**src/rtl/io_input_conditioner.sv**
```systemverilog
// Board-input conditioner: 2-flop synchronisers, shared-counter debounce for the switch bus and the button,
// press detector with snapshot/ack handshake. Optional sticky overrun flag under `SNAP_OVERRUN_EN.

module io_debounce #(
  parameter int W               = 16,
  parameter int DEBOUNCE_CYCLES = 230000,
  parameter int CNT_W           = 18
) (
  input  logic         clock,
  input  logic         rst,
  input  logic [W-1:0] raw,
  output logic [W-1:0] stable
);
  localparam logic [CNT_W-1:0] CNT_LAST = CNT_W'(DEBOUNCE_CYCLES - 1);

  logic [W-1:0]     sync1, sync2, cand;
  logic [CNT_W-1:0] cnt;

  // One counter per bus: any bit moving restarts the whole word, so a
  // partially settled bus is never accepted.
  always_ff @(posedge clock) begin
    if (rst) begin
      sync1  <= '0;
      sync2  <= '0;
      cand   <= '0;
      cnt    <= '0;
      stable <= '0;
    end else begin
      sync1 <= raw;
      sync2 <= sync1;
      if (sync2 != cand) begin
        cand <= sync2;
        cnt  <= '0;
      end else if (cand != stable) begin
        if (cnt == CNT_LAST) begin
          stable <= cand;
          cnt    <= '0;
        end else begin
          cnt <= cnt + 1'b1;
        end
      end else begin
        cnt <= '0;
      end
    end
  end
endmodule

module io_input_conditioner #(
  parameter int DEBOUNCE_CYCLES = 230000,
  parameter int CNT_W           = 18
) (
  input  logic        clock,
  input  logic        rst,
  input  logic [15:0] sw_raw,
  input  logic        btn_raw,
  input  logic        rd_ack,
  output logic [15:0] sw_stable,
  output logic        btn_level,
  output logic        btn_pulse,
  output logic [15:0] sw_snapshot,
  output logic        snap_valid,
  output logic        overrun
);
  localparam logic IDLE    = 1'b0;
  localparam logic PRESSED = 1'b1;

  logic state;
  logic btn_prev;
  logic capture;

  io_debounce #(.W(16), .DEBOUNCE_CYCLES(DEBOUNCE_CYCLES), .CNT_W(CNT_W)) u_sw_db (
    .clock  (clock),
    .rst    (rst),
    .raw    (sw_raw),
    .stable (sw_stable)
  );

  io_debounce #(.W(1), .DEBOUNCE_CYCLES(DEBOUNCE_CYCLES), .CNT_W(CNT_W)) u_btn_db (
    .clock  (clock),
    .rst    (rst),
    .raw    (btn_raw),
    .stable (btn_level)
  );

  // Only a fresh rising level in IDLE counts; holding the button stays in PRESSED.
  assign capture   = (state == IDLE) && btn_level && !btn_prev;
  assign btn_pulse = capture;

  always_ff @(posedge clock) begin
    if (rst) begin
      state    <= IDLE;
      btn_prev <= 1'b0;
    end else begin
      btn_prev <= btn_level;
      case (state)
        IDLE:    if (capture)    state <= PRESSED;
        PRESSED: if (!btn_level) state <= IDLE;
        default:                 state <= IDLE;
      endcase
    end
  end

  // Capture beats a same-cycle ack: the new value is pending after the edge.
  always_ff @(posedge clock) begin
    if (rst) begin
      sw_snapshot <= '0;
      snap_valid  <= 1'b0;
    end else if (capture) begin
      sw_snapshot <= sw_stable;
      snap_valid  <= 1'b1;
    end else if (rd_ack && snap_valid) begin
      snap_valid  <= 1'b0;
    end
  end

`ifdef SNAP_OVERRUN_EN
  always_ff @(posedge clock) begin
    if (rst)
      overrun <= 1'b0;
    else if (rd_ack && overrun)
      overrun <= 1'b0;
    else if (capture && snap_valid && !rd_ack)
      overrun <= 1'b1;
  end
`else
  assign overrun = 1'b0;
`endif
endmodule

```
**config.mk**
```make
export PLATFORM = sky130hd
export DESIGN_NAME = io_input_conditioner
export DESIGN_NICKNAME = d
export VERILOG_FILES = /design/src/rtl/io_input_conditioner.sv
export SDC_FILE = /design/constraint.sdc
export NUM_CORES = 1
export LEC_CHECK = 0
export CAP_MARGIN = 20
export CORE_ASPECT_RATIO = 0.8
export CORE_UTILIZATION = 40
export CTS_CLUSTER_DIAMETER = 30
export DETAILED_ROUTE_END_ITERATION = 8
export PLACE_DENSITY_LB_ADDON = 0.15
export SLEW_MARGIN = 30
export SYNTH_ARGS = -nofsm -noshare
export SYNTH_HDL_FRONTEND = slang
export SYNTH_HIERARCHICAL = 1
export SYNTH_SLANG_ARGS = --single-unit
```
**constraint.sdc**
```tcl
create_clock -name clock -period 1.8 [get_ports clock]
set_clock_uncertainty 0.15 [all_clocks]
set_input_delay 0.27 -clock clock [delete_from_list [all_inputs] [get_ports clock]]
set_output_delay 0.27 -clock clock [all_outputs]
set_load 0.05 [all_outputs]
```
* Word level (Yosys, flattened, before mapping) *
Index checks and enable logic that the tools add are counted.

storage, ports and cells
  register bits after elaboration = 123
  input port bits = 20
  output and inout bits = 36
  logic and storage cells = 41

cells by class
  add/subtract/negate cells = 2
  eq/ne operators = 6
  muxes and demuxes = 5
  bitwise operators = 5
  reduce and logical (&&, ||, !) cells = 9

operators with widths
  kind                                                             count
  18-bit by 1-bit adder with 18-bit output, second input constant  2
  18-bit equality test, second input constant                      2
  16-bit != test                                                   2
  4-bit OR reduction                                               2
  3-bit AND reduction                                              2
  1-bit NOT                                                        5
  1-bit 2-to-1 mux                                                 4
  1-bit logical AND                                                3
  1-bit != test                                                    2
  1-bit one-hot mux with 2 select lines                            1
  2-bit nonzero test                                               1
  1-bit zero test                                                  1

* Longest topological paths before layout *
Gate-level depths: netlist (run 1).

  word-level depth = 5
  mapped depth = 8
  mapped depth without buffers = 6

* By module *
Netlist (run 1), hierarchy kept.

by module, submodules not included
  module                   instances  cells an instance  area an instance (µm²)  sequential area each (µm²)
  io_debounce at u_sw_db   1          309                3179.3                  1641.6
  io_debounce at u_btn_db  1          111                987.2                   440.4
  io_input_conditioner     1          80                 840.8                   380.4

* Worst setup path before layout (run 1) *
OpenSTA, ideal clock, no wires.

  path kind = register to register
  from = reg u_sw_db.stable[12]
  to = reg u_sw_db.stable[10]
  setup time = 70 ps
  arrival time = 1937 ps
  required time = 1580 ps
  path slack = -357 ps
  stages on the path, launching flop included = 8
  buffers on the path = 2
  clock period less this slack = 2157 ps
  cell sequence = dfxtp_1 -> xor2_1 -> nor4_1 -> and4_1 -> buf_2 -> buf_2 -> o31ai_2 -> a21oi_1

on the way
  longest elaborated chain between the ends = 2

RTL lines
  what                           line  RTL
  start, declared                12    output logic [W-1:0] stable
  start signal, assigned         36    stable <= cand;
  16-bit != test                 34    end else if (cand != stable) begin
  3-bit AND reduction (no line)  n/a

Every way passes these cells.
A chain may end at the register's enable or synchronous reset.

* Worst setup path after layout (run 1) *
  from = reg u_btn_db.cnt[8]
  to = reg u_btn_db.stable

on the way
  longest elaborated chain between the ends = 2

RTL lines
  what                           line  RTL
  start, declared                17    logic [CNT_W-1:0] cnt;
  start signal, assigned         39    cnt <= cnt + 1'b1;
  18-bit equality test           35    if (cnt == CNT_LAST) begin
  3-bit AND reduction (no line)  n/a
  end signal, assigned           36
  end, declared                  12

Every way passes these cells.

==> summary.md, run 1 <==
| Metric | Value |
|---|---|
| Status | complete, but fails checks |
| Violated checks | setup timing |
| Top_reg_cell synth | dfxtp_1 |
| Clk network pwr share | 0.492 |
| Post-synth EDFFs | 0 |
| HPWL after DPL | 7479 um |
| Number of global-route vias before repair | 3762 |
| Reg2reg start | u_btn_db/cnt[8]$_SDFF_PP0_ |
| Starting Density | 0.4102 |
| Vias per cell | 4.773 |
| Combinational share of power | 0.084 |
| Htree depth | 4 |
| CP required | 2.01 ns |
| Biggest cell delay along the critical path | 0.51 ns |
| Setup violators final | 51 |
| Internal power | 4.931 mW |
| Crit path max-delay cell type | or4b_1 |
| Global Route Usage Sum | 0.1839 |
| Endpoint, Worst Hold | u_btn_db/sync1$_SDFF_PP0_ |
| Final instance area | 7194 um2 |
| Synthesis Warnings | 6 |
| Dpl cell area | 6238 um2 |
| R2R Setup Slk | -0.16 ns |
| Largest net degree at the start of global routing | 52 |
| Commonest non-fill, non-tap cell in the layout | buf_4 |
| Die height | 102.1 um |
| Initial drt markers | 172 |
| Min Tclk post-route | 1.957 ns |
| Sequential area share after synthesis | 0.4918 |
| Seq pwr share | 0.424 |
| Pwr dens | 918.1 nW/um2 |
| DP Worst Slack | -0.1752 ns |
| Critical path type | register to register |
| Layout cell share with drive strength beyond 1 | 0.3829 |
| Fmax | 510.9 MHz |
| Most frequent cells in the layout | buf_4 (103), dfxtp_1 (98), nor2b_1 (53), xor2_1 (44), nand2b_1 (32) |
| Avg Cell Area, Syn | 10.01 um2 |
| Syn Std Cell Area | 5007 um2 |
| Core Area | 12210 um2 |
| Worst R2R End | u_btn_db/stable$_SDFFE_PP0P_ |
| Final setup margin | -0.1574 ns |
| Sinks on Clock Net | 123 |
| TritonRoute pass-1 iters | 4 |
| Yosys top cell area share | 0.4918 |
| Max-cap violation count | 0 |
| Leading area contributor after synthesis | dfxtp_1 |
| TritonCTS clock tree | built |
| Multiplexer share of the synthesized area | 0.03198 |
| Vias | 3895 |
| Synth Area in Simple Gates | 0.2606 |
| Top cells by area, synth | dfxtp_1 (49%), xor2_1 (7.9%), nor2b_1 (6.6%), nand2b_1 (4.0%), mux2i_1 (3.2%) |
| Remaining DRCs | 0 |
| Static Leak | 2.866 nW |
| Critical hold path startpoint | rst |
| Synth cell types | 50 |
| Syn Inst Count | 500 |
| Endpoints failing hold | 0 |
| Worst hold path type | input port to register |
| Grt ovf | 0 |
| Cells on Worst Hold Path | 2 |
| Worst EP arrival | 2.16 ns |
| First-pass GRT wire length | 18250 um |
| XOR/XNOR share of the synthesized area | 0.1049 |
| Hold Buf Count CTS | 0 |
| Initial antenna violation count | 0 |
| #FFs+latches synth | 123 |
| Die ar. | 12970 um2 |
| Clk_lat worst skew | 0.42 ns |
| Post-Synth Adder-Cell Area | 0.004998 |
| Antenna Cells | 0 |
| Period utilization | 1.087 |
| CP Launch Type | register |
| Max FO, Critical Path | 3 |
| Routability cong. | 0.8011 |
| Mapped Nets | 522 |
| Max VDD drop | 0.0008484 V |
| Root buffer cell | clkbuf_16 |
| Largest family of logic cells by synthesized area | simple AND/OR/NAND/NOR gates |
| Crit path cell chain | or4b_1 > or3_4 > or4_1 > nand3_1 |
| Routed WL | 11340 um |
| Site Rows | 36 |
| Top Ports | 56 |
| Worst Reg-to-Reg Cells | 4 |
| Setup crit end kind | register |
| Max Slew Vio Count | 0 |
| TritonCTS Buffers | 17 |
| Reg clk slew, reported paths | 0.06 ns |
| Syn-to-layout area delta | 43.68% |
| Post-route ant nets | 0 |
| Clock Tree Buf Depth | 2 |
| IO Port Bufs | 54 |
| Synth Area in Compound Gates | 0.06872 |
| DR WL/cell | 13.90 um |
| RSZ-0062 raised after global routing | yes |
| Die W | 127.1 um |
| WHS | 0.03995 ns |
| Switching Fraction | 0.2535 |
| Net total in the final layout | 654 |
| P_sw | 1.675 mW |
| Post-synth ARST share | 0 |
timing repair:
item / CTS / global route
pin swaps: 14 / 12
cloned: 4 / 1
buffers inserted: 5 / 2
endpoints found under the setup margin: 51 / 52
resized for setup: 42 / 31
Yosys cell counts, types with 2 or more instances:
cell type    n
or3_1        2
nor2b_1     53
and3_1       4
and4_1       2
nand2_1     15
nand4_1     23
and3_2       2
buf_12       2
nor3_1       5
inv_1        5
nor4_1      11
or4b_1       4
o31ai_1      6
buf_2        8
dfxtp_1    123
o31ai_2     10
o21ai_0      3
mux2i_1     16
nor2_1      36
nand3_1     18
a21oi_1     21
xnor2_1     15
clkbuf_1    10
xor2_1      45
buf_6        3
nand2b_1    32
ha_1         2
or4_1        2
registers in the layout (all words and copies together) (netlist names), 16 cells and up:
register	count
sw_snapshot	16
u_btn_db/cnt	18
u_sw_db/cand	16
u_sw_db/cnt	18
u_sw_db/stable	16
u_sw_db/sync1	16
u_sw_db/sync2	16
per-layer routing:
layer / track usage / vias up / routed length (um)
met5: 0 / - / 0
met4: 0.09341 / 0 / 245
met1: 0.2400 / 1800 / 5588
met3: 0.04503 / 19 / 493
met2: 0.2857 / 89 / 5012
li1: - / 1987 / -
worst max-delay path: cells and delay by family (launching register included):
family	cells	cell delay [ns]
AND/OR/NAND/NOR	4	1.43
flip-flops	1	0.32
cell type report:
| class | count | area, um2 |
|---|---|---|
| flip-flops and latches | 123 | 2534 |
| fillers | 1033 | 5012 |
| inverters | 5 | 18.77 |
| clock inverters | 14 | 125.1 |
| repair buffers | 138 | 1247 |
| multi-input cells | 347 | 2605 |
| clock buffers | 18 | 450.4 |
| well taps | 171 | 214.0 |
logic make-up (layout without fill, tap and decap cells):
family	after synthesis	in the layout
xor+xnor	60	60
mux	16	16
other cells	1	1
fa+ha+maj	2	2
buf+inv	30	175
simple gates	223	223
flops	123	123
compound gates	45	45
stage by stage:
| step | utilization | power (mW) | instances | setup TNS, ns |
|---|---|---|---|---|
| after CTS | 0.5814 | 6.683 | 815 | -4.492 |
| after detailed placement | 0.5111 | 3.340 | 774 | -5.559 |
| after floorplan | - | 3.153 | 500 | -1.904 |
| final | 0.5894 | 6.605 | 816 | -5.585 |
| after global routing | 0.5894 | 6.866 | 816 | -9.515 |
| after global placement | 0.5111 | 3.335 | 774 | -4.415 |
worst max path at each step:
stage	from	to	slack, ns	cells past startpoint
2_1_floorplan	u_btn_db/cnt[13]$_SDFF_PP0_	u_btn_db/stable$_SDFFE_PP0P_	-0.12	4
3_3_place_gp	u_sw_db/cnt[8]$_SDFF_PP0_	u_sw_db/stable[3]$_SDFFE_PP0P_	-0.14	6
3_5_place_dp	u_sw_db/cnt[8]$_SDFF_PP0_	u_sw_db/stable[0]$_SDFFE_PP0P_	-0.18	6
4_1_cts	u_btn_db/cnt[13]$_SDFF_PP0_	u_btn_db/stable$_SDFFE_PP0P_	-0.17	4
5_1_grt	u_sw_db/cnt[8]$_SDFF_PP0_	u_sw_db/stable[9]$_SDFFE_PP0P_	-0.23	6
6_report	u_btn_db/cnt[8]$_SDFF_PP0_	u_btn_db/stable$_SDFFE_PP0P_	-0.16	4
power groups by stage:
stage | logic (mW) | clock network (mW) | registers (mW)
after global routing | 0.593 | 3.47 | 2.80
after CTS | 0.549 | 3.34 | 2.80
after floorplan | 0.283 | 0 | 2.87
final | 0.557 | 3.25 | 2.80
after global placement | 0.478 | 0 | 2.86
after detailed placement | 0.482 | 0 | 2.86
No activity file was read; power rests on OpenSTA's default activity.
==> inputs of run 2 (changes only) <==
Settings changed: CAP_MARGIN 20 to not set, TNS_END_PERCENT set to 50.
==> run 2 against run 1 <==
  * The flow still finishes with violations (setup timing)
  * Worst setup slack better by 0.0023 ns
  * Core utilization is 1.3 points lower
  * Largest cell class unchanged
  * Power up 1.2%
  * Global-route usage down 0.58 points
  * Sequential share of layout area is 0.66 points higher
  * Cell area is 2.2% lower
  * Non-clock buffer count shrank 9
  * First-iteration DRC count grew 5.2%
==> summary.md, run 2 (same netlist as run 1, synthesis figures left out) <==
| Metric | Value |
|---|---|
| Reg area | 2525 um2 (-0.35%) |
| Site Rows | 36 (unchanged) |
| Clk_lat worst skew | 0.41 ns (about the same) |
| Most frequent cells in the layout | dfxtp_1 (103), buf_4 (98), nor2b_1 (53), xor2_1 (45), nor2_1 (36) |
| Critical path type | register to register |
| Max VDD drop | 0.0006548 V (-23%) |
| Initial antenna violation count | 0 (unchanged) |
| Max Slew Vio Count | 0 (unchanged) |
| CP required | 1.99 ns (-0.02 ns) |
| Antenna Cells | 0 (unchanged) |
| First-pass GRT wire length | 17680 um (-3.1%) |
| Largest net degree at the start of global routing | 57 (+9.6%) |
| Post-route ant nets | 0 (unchanged) |
| DR WL/cell | 13.33 um (-4.1%) |
| Worst hold path type | input port to register |
| Min Tclk post-route | 1.955 ns (-0.002292 ns) |
| Final setup margin | -0.1552 ns (+0.002292 ns) |
| Endpoints failing hold | 0 (unchanged) |
| Root buffer cell | clkbuf_16 |
| Routability cong. | 0.8173 (+2.0%) |
| Final instance area | 7038 um2 (-2.2%) |
| Setup violators final | 43 (-16%) |
| Syn-to-layout area delta | 40.55% |
| Commonest non-fill, non-tap cell in the layout | dfxtp_1 |
| Top Ports | 56 (unchanged) |
| WHS | 0.2614 ns (+0.2214 ns) |
| Die height | 102.1 um (unchanged) |
| Violated checks | setup timing |
| Max-cap violation count | 0 (unchanged) |
| TritonRoute pass-1 iters | 4 (unchanged) |
| M3 GR Usage | 0.05183 (+0.006806) |
| Status | complete, but fails checks |
| Dpl cell area | 6195 um2 (-0.70%) |
| Period utilization | 1.086 (-0.001273) |
| Setup TNS | -3.639 ns (+1.945 ns) |
| Global Route Usage Sum | 0.1781 (-0.005801) |
| Top Registers | u_btn_db/cnt (18), u_sw_db/cnt (18) |
| TritonCTS clock tree | built |
| Net total in the final layout | 645 (-1.4%) |
| Worst EP arrival | 2.15 ns (about the same) |
| Vias | 3843 (-1.3%) |
| Core Area | 12210 um2 (unchanged) |
| FILL cells | 1071 (+3.7%) |
| Vias per cell | 4.762 (-0.23%) |
| GR Util met2 | 0.2697 (-0.01606) |
| Max FO, Critical Path | 3 (unchanged) |
| TritonCTS Buffers | 17 (unchanged) |
| RSZ-0062 raised after global routing | yes |
| Met1 Use GR | 0.2406 (+0.0006252) |
| Grt ovf | 0 (unchanged) |
| Sinks on Clock Net | 123 (unchanged) |
| Number of global-route vias before repair | 3593 (-4.5%) |
| Worst setup path startpoint | u_btn_db/cnt[12]$_SDFF_PP0_ |
| Layout cell share with drive strength beyond 1 | 0.3208 (-0.06219) |
| Reg clk slew, reported paths | 0.06 ns (about the same) |
| Initial drt markers | 181 (+5.2%) |
| Pwr dens | 949.8 nW/um2 (+3.4%) |
| IO Port Bufs | 54 (unchanged) |
| Remaining DRCs | 0 (unchanged) |
| Htree depth | 4 (unchanged) |
| Die W | 127.1 um (unchanged) |
| GRT busiest layer | met2 |
| Fmax | 511.5 MHz (+0.12%) |
| Starting Density | 0.4102 (unchanged) |
| Routed WL | 10760 um (-5.1%) |
| Static Leak | 2.825 nW (-1.4%) |
| Setup crit end kind | register |
| CP Launch Type | register |
| Clock Tree Buf Depth | 2 (unchanged) |
| Die ar. | 12970 um2 (unchanged) |
| Critical hold path startpoint | sw_raw[14] |
| Multi-input logic area | 2546 um2 (-2.3%) |
| Reg2reg start | u_btn_db/cnt[12]$_SDFF_PP0_ |
| HPWL after DPL | 7485 um (about the same) |
==> run 2: worst max-delay path, cell delays in order (launching register included) <==
cell and delay [ns]:
dfxtp_1 0.31, or4b_1 0.51, or3_4 0.43, or4_1 0.41, nand3_1 0.08
==> run 2: timing repair <==
item | 4_1_cts | 5_1_grt
hold buffers | 1 | 0
gates resized for setup | 25 | 15
buffers inserted | 0 | 1
hold endpoints to repair | 1 | 0
setup endpoints to repair | 51 | 52
pin swaps | 12 | 6
gates cloned | 1 | 0
==> run 2: area by class of cell <==
type	instances	area share
Timing Repair Buffer	129	0.1614
Multi-Input combinational cell	347	0.3618
Clock buffer	18	0.06400
Sequential cell	123	0.3588
Inverter	5	0.002667
Clock inverter	14	0.02098
Tap cell	171	0.03040
==> run 2: where the power goes <==
group / switching (mW) / internal [mW]
clock network: 1.33 / 2.04
logic: 0.266 / 0.248
registers: 0.0367 / 2.76
==> run 2: metrics by stage <==
| stage | total power [mW] | util | setup WS (ns) | instances |
|---|---|---|---|---|
| after detailed placement | 3.324 | 0.5075 | -0.1804 | 772 |
| after CTS | 6.744 | 0.5692 | -0.1435 | 806 |
| after floorplan | 3.151 | - | -0.1173 | 500 |
| after global routing | 6.967 | 0.5766 | -0.2176 | 807 |
| final | 6.685 | 0.5766 | -0.1552 | 807 |
| after global placement | 3.319 | 0.5075 | -0.1448 | 772 |
==> run 2: worst paths after layout <==
kind / to / cells past startpoint / slack [ns]
worst max register to register: u_btn_db/stable$_SDFFE_PP0P_ / 4 / -0.16
worst max-delay path: u_btn_db/stable$_SDFFE_PP0P_ / 4 / -0.16
worst min register to register: u_sw_db/sync2[7]$_SDFF_PP0_ / 1 / 0.29
worst min-delay path: u_sw_db/sync1[14]$_SDFF_PP0_ / 2 / 0.26
==> run 2: routing by layer <==
metal	routed length (um)	vias up
met1	5566	1804
met4	48	0
met5	0	-
met3	484	2
li1	-	1969
met2	4657	68
==> inputs of run 3 (changes only) <==
Settings changed: ABC_AREA set to 1, CORE_MARGIN set to 2.
==> run 3 against run 2 <==
  * The run now ends clean
  * Sequential power hardly changed
  * Critical path depth is 5 higher
  * Count of clock-buffer cells in the layout is 6 higher
  * Worst setup slack gained 0.24 ns
  * Largest cell class is now flip-flops and latches
==> summary.md, run 3 <==
| Metric | Value |
|---|---|
| Post-synth ARST share | 0 (unchanged) |
| CP most frequent cell | nand4_1 |
| Top cells by area, synth | dfxtp_1 (45%), nand2_1 (12%), nor2_1 (11%), inv_1 (10%), xnor2_1 (2.9%) |
| Top Ports | 56 (unchanged) |
| Synth cell count leaders | nand2_1 (181), nor2_1 (167), inv_1 (151), dfxtp_1 (123), nand4_1 (24) |
| Initial antenna violation count | 0 (unchanged) |
| Worst Reg-to-Reg Cells | 9 (+5) |
| Clock Tree Buf Depth | 2 (unchanged) |
| P_sw | 1.335 mW (-18%) |
| Worst setup path startpoint | u_sw_db/cnt[1]$_SDFF_PP0_ |
| Reg clk slew, reported paths | 0.05 ns (about the same) |
| Grt ovf | 0 (unchanged) |
| Reg area | 2499 um2 (-1.0%) |
| TritonCTS Buffers | 17 (unchanged) |
| Switching Fraction | 0.2123 (-0.03261) |
| Biggest cell delay along the critical path | 0.33 ns (-0.18 ns) |
| Leading area contributor after synthesis | dfxtp_1 |
| Mapped Nets | 802 (+54%) |
| IO Port Bufs | 54 (unchanged) |
| First-pass GRT wire length | 19150 um (+8.3%) |
| Delay-heaviest family, CP | simple AND/OR/NAND/NOR gates |
| Core Area | 13460 um2 (+10%) |
| Top_reg_cell synth | dfxtp_1 |
| Post-route ant nets | 0 (unchanged) |
| Number of global-route vias before repair | 4274 (+19%) |
| Site Rows | 38 (+5.6%) |
| Internal power | 4.954 mW (-1.9%) |
| Max-cap violation count | 0 (unchanged) |
| Crit path cell chain | ha_2 > nand3_4 > nor2_4 > nand4_1 > nor2_2 > buf_12 > nand4_1 > nand2_1 > nor2_1 |
| Routability cong. | 0.8055 (-1.4%) |
| Fmax | 583.4 MHz (+14%) |
| Setup crit end kind | register |
| Multi-input logic area | 2364 um2 (-7.2%) |
| Sinks on Clock Net | 123 (unchanged) |
| Initial drt markers | 189 (+4.4%) |
| TritonRoute pass-1 iters | 4 (unchanged) |
| Worst hold path type | input port to register |
| Max Slew Vio Count | 0 (unchanged) |
| Final Non-Filler Cells | 1047 (+30%) |
| WHS | 0.07619 ns (-0.1852 ns) |
| Routed WL | 11310 um (+5.2%) |
| Max VDD drop | 0.0006484 V (-0.99%) |
| Layout cell share with drive strength beyond 1 | 0.1938 (-0.1270) |
| CP Launch Type | register |
| Remaining DRCs | 0 (unchanged) |
| #FFs+latches synth | 123 (unchanged) |
| Pwr dens | 911.5 nW/um2 (-4.0%) |
| Crit path max-delay cell type | dfxtp_1 |
| Htree depth | 4 (unchanged) |
| Starting Density | 0.4062 (-0.004035) |
| DR WL/cell | 10.81 um (-19%) |
| Clk network pwr share | 0.508 (+0.003) |
| Syn-to-layout area delta | 26.26% |
| Max FO, Critical Path | 16 (+13) |
| Sequential area share after synthesis | 0.4505 (-0.04120) |
| Cells on Worst Hold Path | 3 (+1) |
| Largest net degree at the start of global routing | 40 (-30%) |
| RSZ-0062 raised after global routing | yes |
| HPWL after DPL | 8005 um (+6.9%) |
| Top Registers | u_btn_db/cnt (18), u_sw_db/cnt (18) |
| Global Route Usage Sum | 0.1646 (-0.01347) |
| Vias per cell | 4.306 (-9.6%) |
| Most frequent cells in the layout | nand2_1 (180), nor2_1 (160), inv_1 (150), dfxtp_1 (96), buf_4 (49) |
| Commonest non-fill, non-tap cell in the layout | nand2_1 |
| Avg Cell Area, Syn | 7.007 um2 (-30%) |
| Vias | 4508 (+17%) |
| Antenna Cells | 0 (unchanged) |
| Net total in the final layout | 878 (+36%) |
| R2R Setup Slk | 0.09 ns (+0.24 ns) |
| Worst EP arrival | 1.87 ns (-0.28 ns) |
| Syn Std Cell Area | 5465 um2 (+9.1%) |
| Setup violators final | 0 (-100%) |
| CP required | 1.95 ns (-0.04 ns) |
| Root buffer cell | clkbuf_16 |
| Die W | 134.7 um (+6.0%) |
| Combinational share of power | 0.047 (-0.030) |
| Seq pwr share | 0.445 (+0.026) |
| Min Tclk post-route | 1.714 ns (-0.2409 ns) |
| FILL cells | 1331 (+24%) |
| Worst R2R End | u_sw_db/stable[11]$_SDFFE_PP0P_ |
| Syn Inst Count | 780 (+56%) |
| Synthesis Warnings | 6 (unchanged) |
| Reg2reg start | u_sw_db/cnt[1]$_SDFF_PP0_ |
| Critical path type | register to register |
| Yosys top cell area share | 0.4505 (-0.04120) |
| Worst path bufs/invs | 1 (+1) |
| TritonCTS clock tree | built |
| Die ar. | 14620 um2 (+13%) |
| Most common cell in the netlist | nand2_1 |
| Post-synth EDFFs | 0 (unchanged) |
| Placed cells | 1013 (+31%) |
| Period utilization | 0.9523 (-0.1339) |
| Critical hold path startpoint | rst |
| Synth cell types | 38 (-24%) |
| Endpoints failing hold | 0 (unchanged) |
| Die height | 108.6 um (+6.3%) |
| Endpoint, Worst Hold | snap_valid$_SDFFE_PP0P_ |
| Static Leak | 3.088 nW (+9.3%) |
| Status | finished, final reports clean |
| Clk_lat worst skew | 0.41 ns (about the same) |
| Hold Buf Count CTS | 0 (-1) |
-- run 3: worst min-delay path: stages --
cell and delay, ns:
buf_2 0.11, buf_4 0.16, a21oi_1 0.05
-- run 3: worst max path at each step --
stage                                      endpoint  slack (ns)  cells after the start
finish              u_sw_db/stable[11]$_SDFFE_PP0P_        0.09                      9
global route         u_sw_db/stable[2]$_SDFFE_PP0P_       -0.04                     11
CTS                  u_sw_db/stable[2]$_SDFFE_PP0P_        0.02                      9
detailed placement  u_sw_db/stable[11]$_SDFFE_PP0P_       -0.03                      9
global placement     u_sw_db/stable[5]$_SDFFE_PP0P_        0.05                      9
floorplan                                 btn_pulse       -0.02                      3
-- run 3: timing repair --
action                                  in CTS  in global routing
buffers inserted                             0                  3
pin swaps                                    0                  5
endpoints found under the setup margin      17                 42
gates resized for setup                      2                 30
gates cloned                                 0                  1
-- run 3: kinds of logic (layout without fill, tap and decap cells) --
group,Yosys count,in the layout,share of synthesized area
flip-flops,123,123,0.4505
AO/OA/AOI/OAI,14,14,0.01626
buffers and inverters,176,262,0.1312
XOR/XNOR,30,30,0.04808
AND/OR/NAND/NOR,434,435,0.3487
other,1,1,0.0006862
adder cells (fa/ha/maj),2,2,0.004578
-- run 3: stage by stage --
step             util  area [um2]  power, mW   TNS, ns  worst slack [ns]
6_report       0.5128        6900      6.289         0           0.08578
5_1_grt        0.5128        6900      6.532   -0.3028          -0.04384
4_1_cts        0.5030        6768      6.352         0           0.01820
3_5_place_dp   0.4608        6200      3.132  -0.05430          -0.02714
3_3_place_gp   0.4608        6200      3.127         0           0.04847
2_1_floorplan       -        5485      3.028  -0.02040          -0.02040
-- run 3: layout make-up --
class,instances,share of cell area
flip-flops and latches,123,0.3621
multi-input cells,482,0.3425
repair buffers,74,0.09501
inverters,158,0.08595
clock buffers,24,0.07271
well taps,180,0.03264
clock inverters,6,0.009066
-- run 3: metal layers --
layer	track usage	part of all wire	vias up	wire (um)
met1	0.2219	0.53	1965	5971
met3	0.05157	0.043	17	490
met4	0.06917	0.016	0	184
met5	0	0	-	0
met2	0.2433	0.41	80	4668
li1	-	-	2446	-
-- run 3: power groups by stage --
| stage | sequential, mW | clock [mW] | combinational (mW) |
|---|---|---|---|
| after CTS | 2.80 | 3.28 | 0.277 |
| after detailed placement | 2.86 | 0 | 0.276 |
| after floorplan | 2.85 | 0 | 0.180 |
| after global routing | 2.80 | 3.40 | 0.332 |
| final | 2.80 | 3.19 | 0.295 |
| after global placement | 2.85 | 0 | 0.272 |
